[src/rtl/vcache_stat_trigger.sv]
// Print-stat request queue serialized into one-hot per-vcache strobes,
// plus the free-running global cycle counter shared by all profilers.
module vcache_stat_trigger #(
  parameter int data_width_p = 32,
  parameter int num_vcache_p = 8,
  parameter int fifo_els_p   = 4
) (
  input  logic                    clk_i,
  input  logic                    reset_i,
  input  logic                    req_v_i,
  input  logic [data_width_p-1:0] req_tag_i,
  output logic                    req_ready_o,
  output logic [num_vcache_p-1:0] print_stat_v_o,
  output logic [data_width_p-1:0] print_stat_tag_o,
  output logic [31:0]             global_ctr_o,
  output logic                    busy_o
);

  localparam int lg_vcache_lp =
    (num_vcache_p > 1) ? $clog2(num_vcache_p) : 1;
  localparam int lg_fifo_lp = $clog2(fifo_els_p);
  localparam int cnt_w_lp   = $clog2(fifo_els_p + 1);

  localparam logic [0:0] S_IDLE  = 1'b0;
  localparam logic [0:0] S_ISSUE = 1'b1;

  logic [31:0] ctr_r;

  logic [data_width_p-1:0] mem_r [fifo_els_p];
  logic [lg_fifo_lp-1:0]   wr_ptr_r;
  logic [lg_fifo_lp-1:0]   rd_ptr_r;
  logic [cnt_w_lp-1:0]     count_r;

  logic [0:0]              state_r;
  logic [lg_vcache_lp-1:0] idx_r;
  logic [data_width_p-1:0] tag_r;

  logic full, empty, enq, deq;
  logic issue, last;

  assign full  = (count_r == cnt_w_lp'(fifo_els_p));
  assign empty = (count_r == '0);
  assign issue = (state_r == S_ISSUE);
  assign last  = (idx_r == lg_vcache_lp'(num_vcache_p - 1));

  // No full-bypass: ready depends only on registered occupancy.
  assign enq = req_v_i & ~full;
  assign deq = ~empty & (~issue | last);

  assign req_ready_o = ~full;
  assign busy_o      = issue | ~empty;
  assign global_ctr_o = ctr_r;

  always_ff @(posedge clk_i) begin
    if (reset_i) ctr_r <= '0;
    else         ctr_r <= ctr_r + 32'd1;
  end

  always_ff @(posedge clk_i) begin
    if (enq) mem_r[wr_ptr_r] <= req_tag_i;
  end

  always_ff @(posedge clk_i) begin
    if (reset_i) begin
      wr_ptr_r <= '0;
      rd_ptr_r <= '0;
      count_r  <= '0;
    end else begin
      if (enq) begin
        if (wr_ptr_r == lg_fifo_lp'(fifo_els_p - 1))
          wr_ptr_r <= '0;
        else
          wr_ptr_r <= wr_ptr_r + lg_fifo_lp'(1);
      end
      if (deq) begin
        if (rd_ptr_r == lg_fifo_lp'(fifo_els_p - 1))
          rd_ptr_r <= '0;
        else
          rd_ptr_r <= rd_ptr_r + lg_fifo_lp'(1);
      end
      if (enq & ~deq)
        count_r <= count_r + cnt_w_lp'(1);
      else if (~enq & deq)
        count_r <= count_r - cnt_w_lp'(1);
    end
  end

  always_ff @(posedge clk_i) begin
    if (reset_i) begin
      state_r <= S_IDLE;
      idx_r   <= '0;
      tag_r   <= '0;
    end else begin
      unique case (1'b1)
        (state_r == S_IDLE): begin
          if (~empty) begin
            tag_r   <= mem_r[rd_ptr_r];
            idx_r   <= '0;
            state_r <= S_ISSUE;
          end
        end
        (state_r == S_ISSUE): begin
          if (last) begin
            idx_r <= '0;
            if (~empty) tag_r   <= mem_r[rd_ptr_r];
            else        state_r <= S_IDLE;
          end else begin
            idx_r <= idx_r + lg_vcache_lp'(1);
          end
        end
        default: state_r <= S_IDLE;
      endcase
    end
  end

  always_comb begin
    print_stat_v_o = '0;
    for (int i = 0; i < num_vcache_p; i++)
      print_stat_v_o[i] = issue & (idx_r == lg_vcache_lp'(i));
  end

  assign print_stat_tag_o = issue ? tag_r : '0;

endmodule

[config.mk]
export PLATFORM = sky130hd
export DESIGN_NAME = vcache_stat_trigger
export DESIGN_NICKNAME = d
export VERILOG_FILES = /design/src/rtl/vcache_stat_trigger.sv
export SDC_FILE = /design/constraint.sdc
export NUM_CORES = 1
export LEC_CHECK = 0
export ABC_AREA = 1
export BUFFER_PORTS_ARGS = -buffer_cell sky130_fd_sc_hd__buf_4
export CAP_MARGIN = 20
export CORE_UTILIZATION = 50
export CTS_CLUSTER_DIAMETER = 80
export DETAILED_ROUTE_END_ITERATION = 6
export GPL_ROUTABILITY_DRIVEN = 0
export GPL_TIMING_DRIVEN = 0
export PLACE_DENSITY = 0.7
export SLEW_MARGIN = 5
export SYNTH_ARGS = -nofsm -noshare
export SYNTH_HDL_FRONTEND = slang
export SYNTH_SLANG_ARGS = --single-unit
[constraint.sdc]
create_clock -name clk_i -period 3.3 [get_ports clk_i]
set_clock_uncertainty 0.05 [all_clocks]
set_input_delay 0.495 -clock clk_i [delete_from_list [all_inputs] [get_ports clk_i]]
set_output_delay 0.495 -clock clk_i [all_outputs]
set_load 0.01 [all_outputs]
## Word level (Yosys, flattened, before mapping)

Memory sizes are Yosys's and may differ from the RTL's. A register that Yosys moved wholly into a read port is not among the register bits.
Cells that the tools add are included.

| word-level totals | value |
|---|---|
| register bits after elaboration | 75 |
| bits in writable memories | 128 |
| input port bits | 35 |
| output and inout port bits | 74 |
| logic and storage cells | 66 |
| memories kept | 1 |

| operators by class | value |
|---|---|
| add/sub/neg operators | 6 |
| equality and inequality tests | 12 |
| muxes and demuxes | 18 |
| bitwise operators | 19 |
| reductions and logical operators | 3 |

Memory list:

| name | depth | width | read ports | clocked after memory_dff | wr ports | line | text |
|---|---|---|---|---|---|---|---|
| mem_r | 4 | 32 | 1 | 1 | 1 | 29 | `logic [data_width_p-1:0] mem_r [fifo_els_p];` |

Operators with widths:

| cell | number |
|---|---|
| $mux W32 | 3 |
| $pmux W32 S2 | 1 |
| $add A32 B1 Y32 const B | 1 |
| $eq A3 B3 Y1 const B | 5 |
| $and A1 B1 Y1 | 12 |
| $mux W3 | 4 |
| $mux W2 | 4 |
| $add A3 B1 Y3 const B | 2 |
| $eq A3 B2 Y1 const B | 2 |
| $logic_not A3 Y1 | 2 |
| $pmux W3 S2 | 1 |
| $not A1 Y1 | 5 |
| $add A2 B1 Y2 const B | 2 |
| $eq A2 B2 Y1 const B | 2 |
| $mux W1 | 4 |
| $eq A3 B1 Y1 const B | 1 |
| $sub A3 B1 Y3 const B | 1 |
| $ne A2 B1 Y1 const B | 1 |
| $ne A2 B2 Y1 const B | 1 |
| $or A1 B1 Y1 | 2 |
| $pmux W1 S2 | 1 |
| $reduce_bool A2 Y1 | 1 |

## Longest topological paths before layout

Gate-level depths: netlist of run 1.

| logic depth | value |
|---|---|
| depth after elaboration | 7 |
| gate-level depth with buffers | 16 |
| mapped depth without buffers | 15 |

## Worst setup path before layout of run 1

No wires, ideal clock.

| path | value |
|---|---|
| kind | register to register |
| start point | register count_r[0] |
| end point | memory mem_r[0][0] (enable) |
| library setup time | 0.421 ns |
| data arrival time | 2.103 ns |
| required time | 2.829 ns |
| setup slack | 0.726 ns |
| stages on the path, launching flop included | 5 |
| path buffers | 0 |
| period minus slack after synthesis | 2.574 ns |
| path through | dfxtp_1 nor2_2 nand2_1 nand2_1 nor2_1 |

| between the ends | value |
|---|---|
| longest elaborated chain between the ends | 5 |

Ends and longest elaborated chain:

| item | line | text |
|---|---|---|
| from (decl) | 32 | `logic [cnt_w_lp-1:0] count_r;` |
| from (signal assigned) | 82 | `count_r <= count_r + cnt_w_lp'(1);` |
| from (signal assigned) | 84 | `count_r <= count_r - cnt_w_lp'(1);` |
| $eq A3 B3 Y1 | 41 | `assign full = (count_r == cnt_w_lp'(fifo_els_p));` |
| $not A1 Y1 | -- |  |
| net req_ready_o | 12 | `output logic req_ready_o,` |
| $and A1 B1 Y1 | 47 | `assign enq = req_v_i & ~full;` |
| $mux W1 | 60 | `if (enq) mem_r[wr_ptr_r] <= req_tag_i;` |
| $mux W1 (implied by the code) | 60 |  |
| to (decl) | 29 |  |

The timed path passes the listed nets, and every way through them passes these cells.

## Worst setup path after layout of run 1

| path | value |
|---|---|
| start point | register idx_r[0] |
| end point | register count_r[2] |

| between the ends | value |
|---|---|
| longest elaborated chain between the ends | 6 |
| elaborated cells on any way between the ends | 8 |
| those cells by class | eq/ne: 1; mux: 1; bitwise: 5; reduce/logical: 1 |

Ends and longest elaborated chain:

| item | line | text |
|---|---|---|
| from (decl) | 35 | `logic [lg_vcache_lp-1:0] idx_r;` |
| from (signal assigned) | 108 | `idx_r <= idx_r + lg_vcache_lp'(1);` |
| $eq A3 B3 Y1 (*) | 44 | `assign last = (idx_r == lg_vcache_lp'(num_vcache_p - 1));` |
| $or A1 B1 Y1 (*) | 48 | `assign deq = ~empty & (~issue \| last);` |
| $and A1 B1 Y1 (*) | 48 |  |
| $not A1 Y1 | 81 | `if (enq & ~deq)` |
| $and A1 B1 Y1 | 81 |  |
| $mux W3 or $reduce_bool A2 Y1 (tied branches) | -- |  |

Mark *: on every way between the ends. The rest lies on a longest branch, timed or not.
A chain may end at the register's enable or synchronous reset.

==> results.ini, run 1 <==
[global_route]
gr-usage-met1_pct=31.43
use_met3_pct=3.372
grt_pass1_vias=5732
globalRouteOverflowTotal=0
gr-max-usage-layer=met2
grt_util_all_layers_pct=22.21
grt_pass1_wl_mm=30.51
use_met2_pct=35.83
grt_max_degree=20
antenna_found_initial=0

[cells_and_area]
fin_util_pct=63.37
area_delta_synth_final_pct=23.20
final_nets=1087
stdcell_count=1274
antennaDiodeCount=0
drive_gt1_share_pct=18.31
postLayoutCellArea_um2=10580

[cts]
hold_buffers=0
worstSkewPairLatency_ps=510
cts_htree_levels=1
cts_resized=0
clk_pin_slew_ps=60
cts_setup_buffers=0
cts_root_buf=clkbuf_16
cts_buffer_depth=3
cts-buffers-inserted=22
cts_tree=done
cts.sinks=205

[routing]
drc=0
dr.pass1.iters=6
finalWirelength_mm=19.18
via_count=6395
routedWlPerCell_um=15.06
ant_nets=0
via_per_inst=5.020
drt_iter0_markers=458

[floorplanning]
start_util_pct=51.43
chipWidth_um=133.1
fp.dieH_um=133.1
num_rows=47
ios=109
fp.coreArea_um2=16700
die_area_um2=17710

[outcome]
status=complete, no violations

[timing]
min_period_ps=2612
timing.fmax_ghz=0.3829
drv_slew=0
slew_headroom_pct=55.30
max_slew.worst_pin.slew_ps=670.5
period_share_pct=79.15
rsz0062_at_grt=no
setup_violations=0
setup_tns_ps=0
hold_slack_ps=136.3
finalHoldViolCount=0
setup_ws_ps=688.1

[power]
power_mw=8.243
internal-power_mw=5.562
pwr-share-seq_pct=40.1
peakVddDrop_uv=530.4
combPwrFrac_pct=29.1
clkPwrFrac_pct=30.9
p_switching_mw=2.681
p_per_area_nw_per_um2=778.9
leakage_nw=4.354
swShare_pct=32.52

[critical_path]
crit_arrival_ps=2990
slowest_stage=fa_1
required_ps=3680
critPathLaunch=idx_r[0]
path_max_fanout=10
worst_setup_path_start_kind=register
endpoint=count_r[2]
path_cells=ha_1 -> ha_1 -> inv_1 -> nand2_1 -> inv_1 -> nor2_4 -> inv_2 -> buf_6 -> ha_1 -> inv_1 -> fa_1 -> nor2_1 -> nor2_1 -> nand2_1 -> o21ai_0 -> a21oi_1
r2r_slack_ps=690
r2r-end=count_r[2]
critPathCaptureType=register
worstSetupPathType=reg -> reg
r2r-start=idx_r[0]
cpPeakStageDelay_ps=380
r2r_cells=16

[min_path]
holdCritPathClass=in -> reg

[logic_synthesis]
ys.flop_type=edfxtp_1
post-synth-top-count-cell=nor2_1
synthArstFlopShare_pct=0
yosysSeqAreaShare_pct=62.69
syn_inst=902
syn_area_um2=8589
ys_top_cells_by_area=edfxtp_1 (45%), dfxtp_1 (18%), nor2_1 (10%)
ys_seq_elements=205
synth_enable_flop_cells=128
avgSynthCellArea_um2=9.523
synth_top_area_share_pct=44.75
yosys.cell_types.count=30
yosys.area.top_type=edfxtp_1
synth_nets=951
synth_common_cells=nor2_1 (239), edfxtp_1 (128), nand2_1 (110)
ys_warn_count=0

[placed_design]
pre_cts_slack_ps=739.7
io_buffers=108
place_area_um2=9816
dp_hpwl_mm=12.61
placed_cells=1234

[flow_run]
maxCapViolCount=0

==> registers in the layout, indices dropped and copies added (netlist names), named ones only <==
signal        flops
global_ctr_o     32
issue             1
tag_r            32
rd_ptr_r          2
count_r           3
idx_r             3
mem_r           128
wr_ptr_r          2
==> per-layer routing <==
layer / share of wire (%) / up-vias
li1: - / 3235
met1: 46 / 2933
met2: 46 / 205
met3: 5.4 / 22
met4: 1.7 / 0
met5: 0 / -
==> cell families after synthesis <==
family | Yosys count | synth area share [%]
compound gates | 172 | 10.09
xor+xnor | 3 | 0.3060
fa+ha+maj | 14 | 2.127
buf+inv | 115 | 5.783
flops | 205 | 62.69
simple gates | 393 | 18.99
==> final cells by class <==
class	count	area, µm²
Multi-Input combinational cell	582	2738
Clock buffer	30	620.6
Inverter	78	292.8
Timing Repair Buffer	112	920.9
Fill cell	1405	6118
Clock inverter	10	146.4
Buffer	37	203.9
Tap cell	220	275.3
Sequential cell	205	5385
==> critical path, delay by kind of cell, from the launching register on <==
kind,cells,cell delay (ps)
buffers and inverters,5,580
adders and majority gates,4,990
AOI/OAI and AO/OA,2,200
and+or+nand+nor,5,370
DFF,1,350
==> layout by cell type, fill, tap and decap left out, types with 3 or more instances in the layout <==
master and n:
nor2_1 235, inv_1 74, nand3_1 17, edfxtp_1 128, buf_4 110, nand2_1 110
nor2_4 13, a21oi_1 28, o21ai_0 92, inv_2 4, nor2_2 4, clkbuf_16 22
dfxtp_1 77, ha_1 13, and2_1 3, buf_16 4, xor2_1 3, bufinv_16 3
clkbuf_8 4, o21ai_1 49, clkbuf_2 3, nand2_2 4, buf_2 7, buf_6 6
clkbuf_1 18, buf_1 5
==> power groups by stage <==
stage / clock network [mW] / logic, mW / registers [mW]
floorplan: 0 / 1.56 / 3.32
global placement: 0 / 2.30 / 3.36
detailed placement: 0 / 2.40 / 3.35
CTS: 2.58 / 2.41 / 3.30
global route: 2.68 / 2.71 / 3.34
finish: 2.54 / 2.40 / 3.30
==> worst min path at each step <==
stage,start,end,slack [ps],cells past startpoint
floorplan,global_ctr_o[0],global_ctr_o[0],420,1
global placement,global_ctr_o[0],global_ctr_o[0],390,1
detailed placement,global_ctr_o[0],global_ctr_o[0],400,1
CTS,req_tag_i[12],mem_r[2][12],120,1
global route,req_tag_i[12],mem_r[0][12],120,1
finish,req_tag_i[4],mem_r[0][4],140,1
(Power assumes the default switching activity.)
==> run 2, diff against run 1 <==
--- a/config.mk
+++ b/config.mk
@@ -13,7 +13,7 @@
 export DETAILED_ROUTE_END_ITERATION = 6
 export GPL_ROUTABILITY_DRIVEN = 0
 export GPL_TIMING_DRIVEN = 0
-export PLACE_DENSITY = 0.7
+export PLACE_DENSITY = 0.73
 export SLEW_MARGIN = 5
 export SYNTH_ARGS = -nofsm -noshare
 export SYNTH_HDL_FRONTEND = slang
==> constraint.sdc (replaced) <==
create_clock -name clk_i -period 2.3 [get_ports clk_i]
set_clock_uncertainty 0.05 [all_clocks]
set_input_delay 0.345 -clock clk_i [delete_from_list [all_inputs] [get_ports clk_i]]
set_output_delay 0.345 -clock clk_i [all_outputs]
set_load 0.01 [all_outputs]
==> results.ini, run 2 (synthesized netlist as in run 1, its figures left out) <==
[outcome]
status=complete, no violations  ; unchanged

[routing]
via_per_inst=5.072  ; was 5.020
drt_iter0_markers=540  ; was 458
via_count=6629  ; was 6395
drc=0  ; unchanged
dr.pass1.iters=5  ; was 6
routedWlPerCell_um=15.06  ; about the same
finalWirelength_mm=19.68  ; was 19.18 mm
ant_nets=0  ; unchanged

[cts]
cts.sinks=205  ; unchanged
cts_tree=done  ; unchanged
clk_pin_slew_ps=60  ; about the same
cts_root_buf=clkbuf_16  ; unchanged
cts_htree_levels=1  ; unchanged
cts-buffers-inserted=22  ; unchanged
worstSkewPairLatency_ps=500  ; was 510 ps
cts_buffer_depth=3  ; unchanged

[cells_and_area]
final_nets=1121  ; was 1087
largest-register=mem_r  ; unchanged
multi_input_area_um2=2774  ; was 2738 µm²
antennaDiodeCount=0  ; unchanged
stdcell_count=1307  ; was 1274
area_delta_synth_final_pct=26.06  ; was 23.20%
final_common_cell=nor2_1  ; unchanged
largest_reg_flops=128  ; unchanged
nFillCells=1358  ; was 1405
final_cell_mix=nor2_1 (235), edfxtp_1 (128), buf_4 (119), nand2_1 (109), o21ai_0 (90)  ; was nor2_1 (235), edfxtp_1 (128), nand2_1 (110), buf_4 (110), o21ai_0 (92)
postLayoutCellArea_um2=10830  ; was 10580 µm²
drive_gt1_share_pct=19.23  ; was 18.31%
seqCellArea_um2=5390  ; was 5385 µm²

[floorplanning]
num_rows=47  ; unchanged
die_area_um2=17710  ; unchanged
ios=109  ; unchanged
fp.dieH_um=133.1  ; unchanged
fp.coreArea_um2=16700  ; unchanged
start_util_pct=51.43  ; unchanged
chipWidth_um=133.1  ; unchanged

[global_route]
grt_pass1_vias=6229  ; was 5732
grt_util_all_layers_pct=22.58  ; was 22.21%
grt_pass1_wl_mm=31.31  ; was 30.51 mm
globalRouteOverflowTotal=0  ; unchanged
grt_max_degree=25  ; was 20
antenna_found_initial=0  ; unchanged

[timing]
min_period_ps=2150  ; was 2612 ps
rsz0062_at_grt=no  ; unchanged
hold_slack_ps=2.817  ; was 136.3 ps
timing.fmax_ghz=0.4651  ; was 0.3829 GHz
drv_slew=0  ; unchanged
finalHoldViolCount=0  ; unchanged
slew_headroom_pct=59.80  ; was 55.30%
max_slew.worst_pin.slew_ps=601.5  ; was 670.5 ps
setup_violations=0  ; unchanged
setup_ws_ps=149.9  ; was 688.1 ps
period_share_pct=93.48  ; was 79.15%

[critical_path]
required_ps=2630  ; was 3680 ps
crit_arrival_ps=2480  ; was 2990 ps
path_max_fanout=8  ; was 10
cpLargestDelayFamily=adder cells  ; unchanged
critPathCaptureType=register  ; unchanged
cp.depth=12  ; was 16
slowest_stage=fa_2  ; was fa_1
worst_setup_path_start_kind=register  ; unchanged
path_buf_inv=4  ; was 5
cpPeakStageDelay_ps=440  ; was 380 ps
r2r_slack_ps=150  ; was 690 ps
r2r_cells=12  ; was 16
worstSetupPathType=reg -> reg  ; unchanged
r2r-start=idx_r[0]  ; unchanged
path_cells=ha_4 -> ha_2 -> inv_1 -> nand2_1 -> inv_2 -> nor2_4 -> clkinv_4 -> ha_4 -> inv_2 -> fa_2 -> o21ai_2 -> a21oi_1  ; was ha_1 -> ha_1 -> inv_1 -> nand2_1 -> inv_1 -> nor2_4 -> inv_2 -> buf_6 -> ha_1 -> inv_1 -> fa_1 -> nor2_1 -> nor2_1 -> nand2_1 -> o21ai_0 -> a21oi_1
critPathLaunch=idx_r[0]  ; unchanged

[power]
combPwrFrac_pct=31.6  ; was 29.1%
p_switching_mw=3.871  ; was 2.681 mW
pwr-share-seq_pct=40.9  ; was 40.1%
swShare_pct=33.31  ; was 32.52%
leakage_nw=4.451  ; was 4.354 nW
p_per_area_nw_per_um2=1074  ; was 778.9 nW/µm²
power_mw=11.62  ; was 8.243 mW
clkPwrFrac_pct=27.5  ; was 30.9%
internal-power_mw=7.752  ; was 5.562 mW
peakVddDrop_uv=640.6  ; was 530.4 µV

[placed_design]
place_area_um2=9808  ; was 9816 µm²
io_buffers=108  ; unchanged
placed_cells=1234  ; unchanged
pre_cts_slack_ps=-266.3  ; was 739.7 ps
dp_hpwl_mm=12.93  ; was 12.61 mm

[min_path]
holdCritPathClass=in -> reg  ; unchanged
min_from=req_tag_i[24]  ; was req_tag_i[4]
min_path_cells=1  ; unchanged

[flow_run]
maxCapViolCount=0  ; unchanged

==> run 2: cell types whose count changed in the layout (fill, tap and decap cells not counted), sizes merged <==
| cell | previous run | this run |
|---|---|---|
| bufinv | 3 | 0 |
| clkbuf | 47 | 45 |
| buf | 132 | 140 |
| inv | 79 | 77 |
| clkinv | 6 | 12 |
| dlygate4sd3 | 0 | 26 |
==> run 2: worst reg2reg max path, stage by stage, from the launching register on <==
cell and delay (ps):
dfxtp_4 380, ha_4 140, ha_2 160, inv_1 40, nand2_1 60, inv_2 60, nor2_4 170, clkinv_4 120
ha_4 170, inv_2 70, fa_2 440, o21ai_2 130, a21oi_1 50
==> run 2: worst paths after layout <==
kind,endpoint
setup / recovery,count_r[1]
hold / removal,mem_r[1][24]
setup reg to reg,count_r[1]
hold reg to reg,global_ctr_o[0]
==> run 2: stage by stage <==
step,setup TNS [ps],utilization (%)
final,0,64.83
after global routing,0,64.83
after CTS,-94.59,64.35
after floorplan,-35070,-
after global placement,-182160,57.93
after detailed placement,-511.4,58.73
==> run 2: layout make-up <==
cell class / instances / area share (%)
repair buffers: 147 / 11.46
clock buffers: 28 / 5.581
inverters: 78 / 2.750
flip-flops and latches: 205 / 49.78
well taps: 220 / 2.542
plain buffers: 36 / 1.814
clock inverters: 11 / 0.4507
multi-input cells: 582 / 25.62
==> run 2: metal layers <==
| layer | vias to the layer above | global-route usage (%) | part of all wire, % |
|---|---|---|---|
| li1 | 3302 | - | - |
| met1 | 3107 | 30.18 | 44 |
| met2 | 189 | 38.45 | 49 |
| met3 | 31 | 3.027 | 5.2 |
| met4 | 0 | 6.450 | 2.0 |
| met5 | - | 0 | 0 |
==> run 2: what timing repair did <==
item                       4_1_cts  5_1_grt
setup endpoints to repair       32        2
hold buffers                    26        0
gates resized for setup         10       11
buffers inserted                 1        8
pin swaps                        1        3
hold endpoints to repair       103        0
==> run 2: power by group through the flow <==
stage / sequential, mW / combinational [mW] / clock (mW)
after floorplan: 4.76 / 2.24 / 0
after detailed placement: 4.81 / 3.43 / 0
final: 4.76 / 3.67 / 3.20
after CTS: 4.75 / 3.55 / 3.24
after global placement: 4.81 / 3.27 / 0
after global routing: 4.81 / 4.10 / 3.39
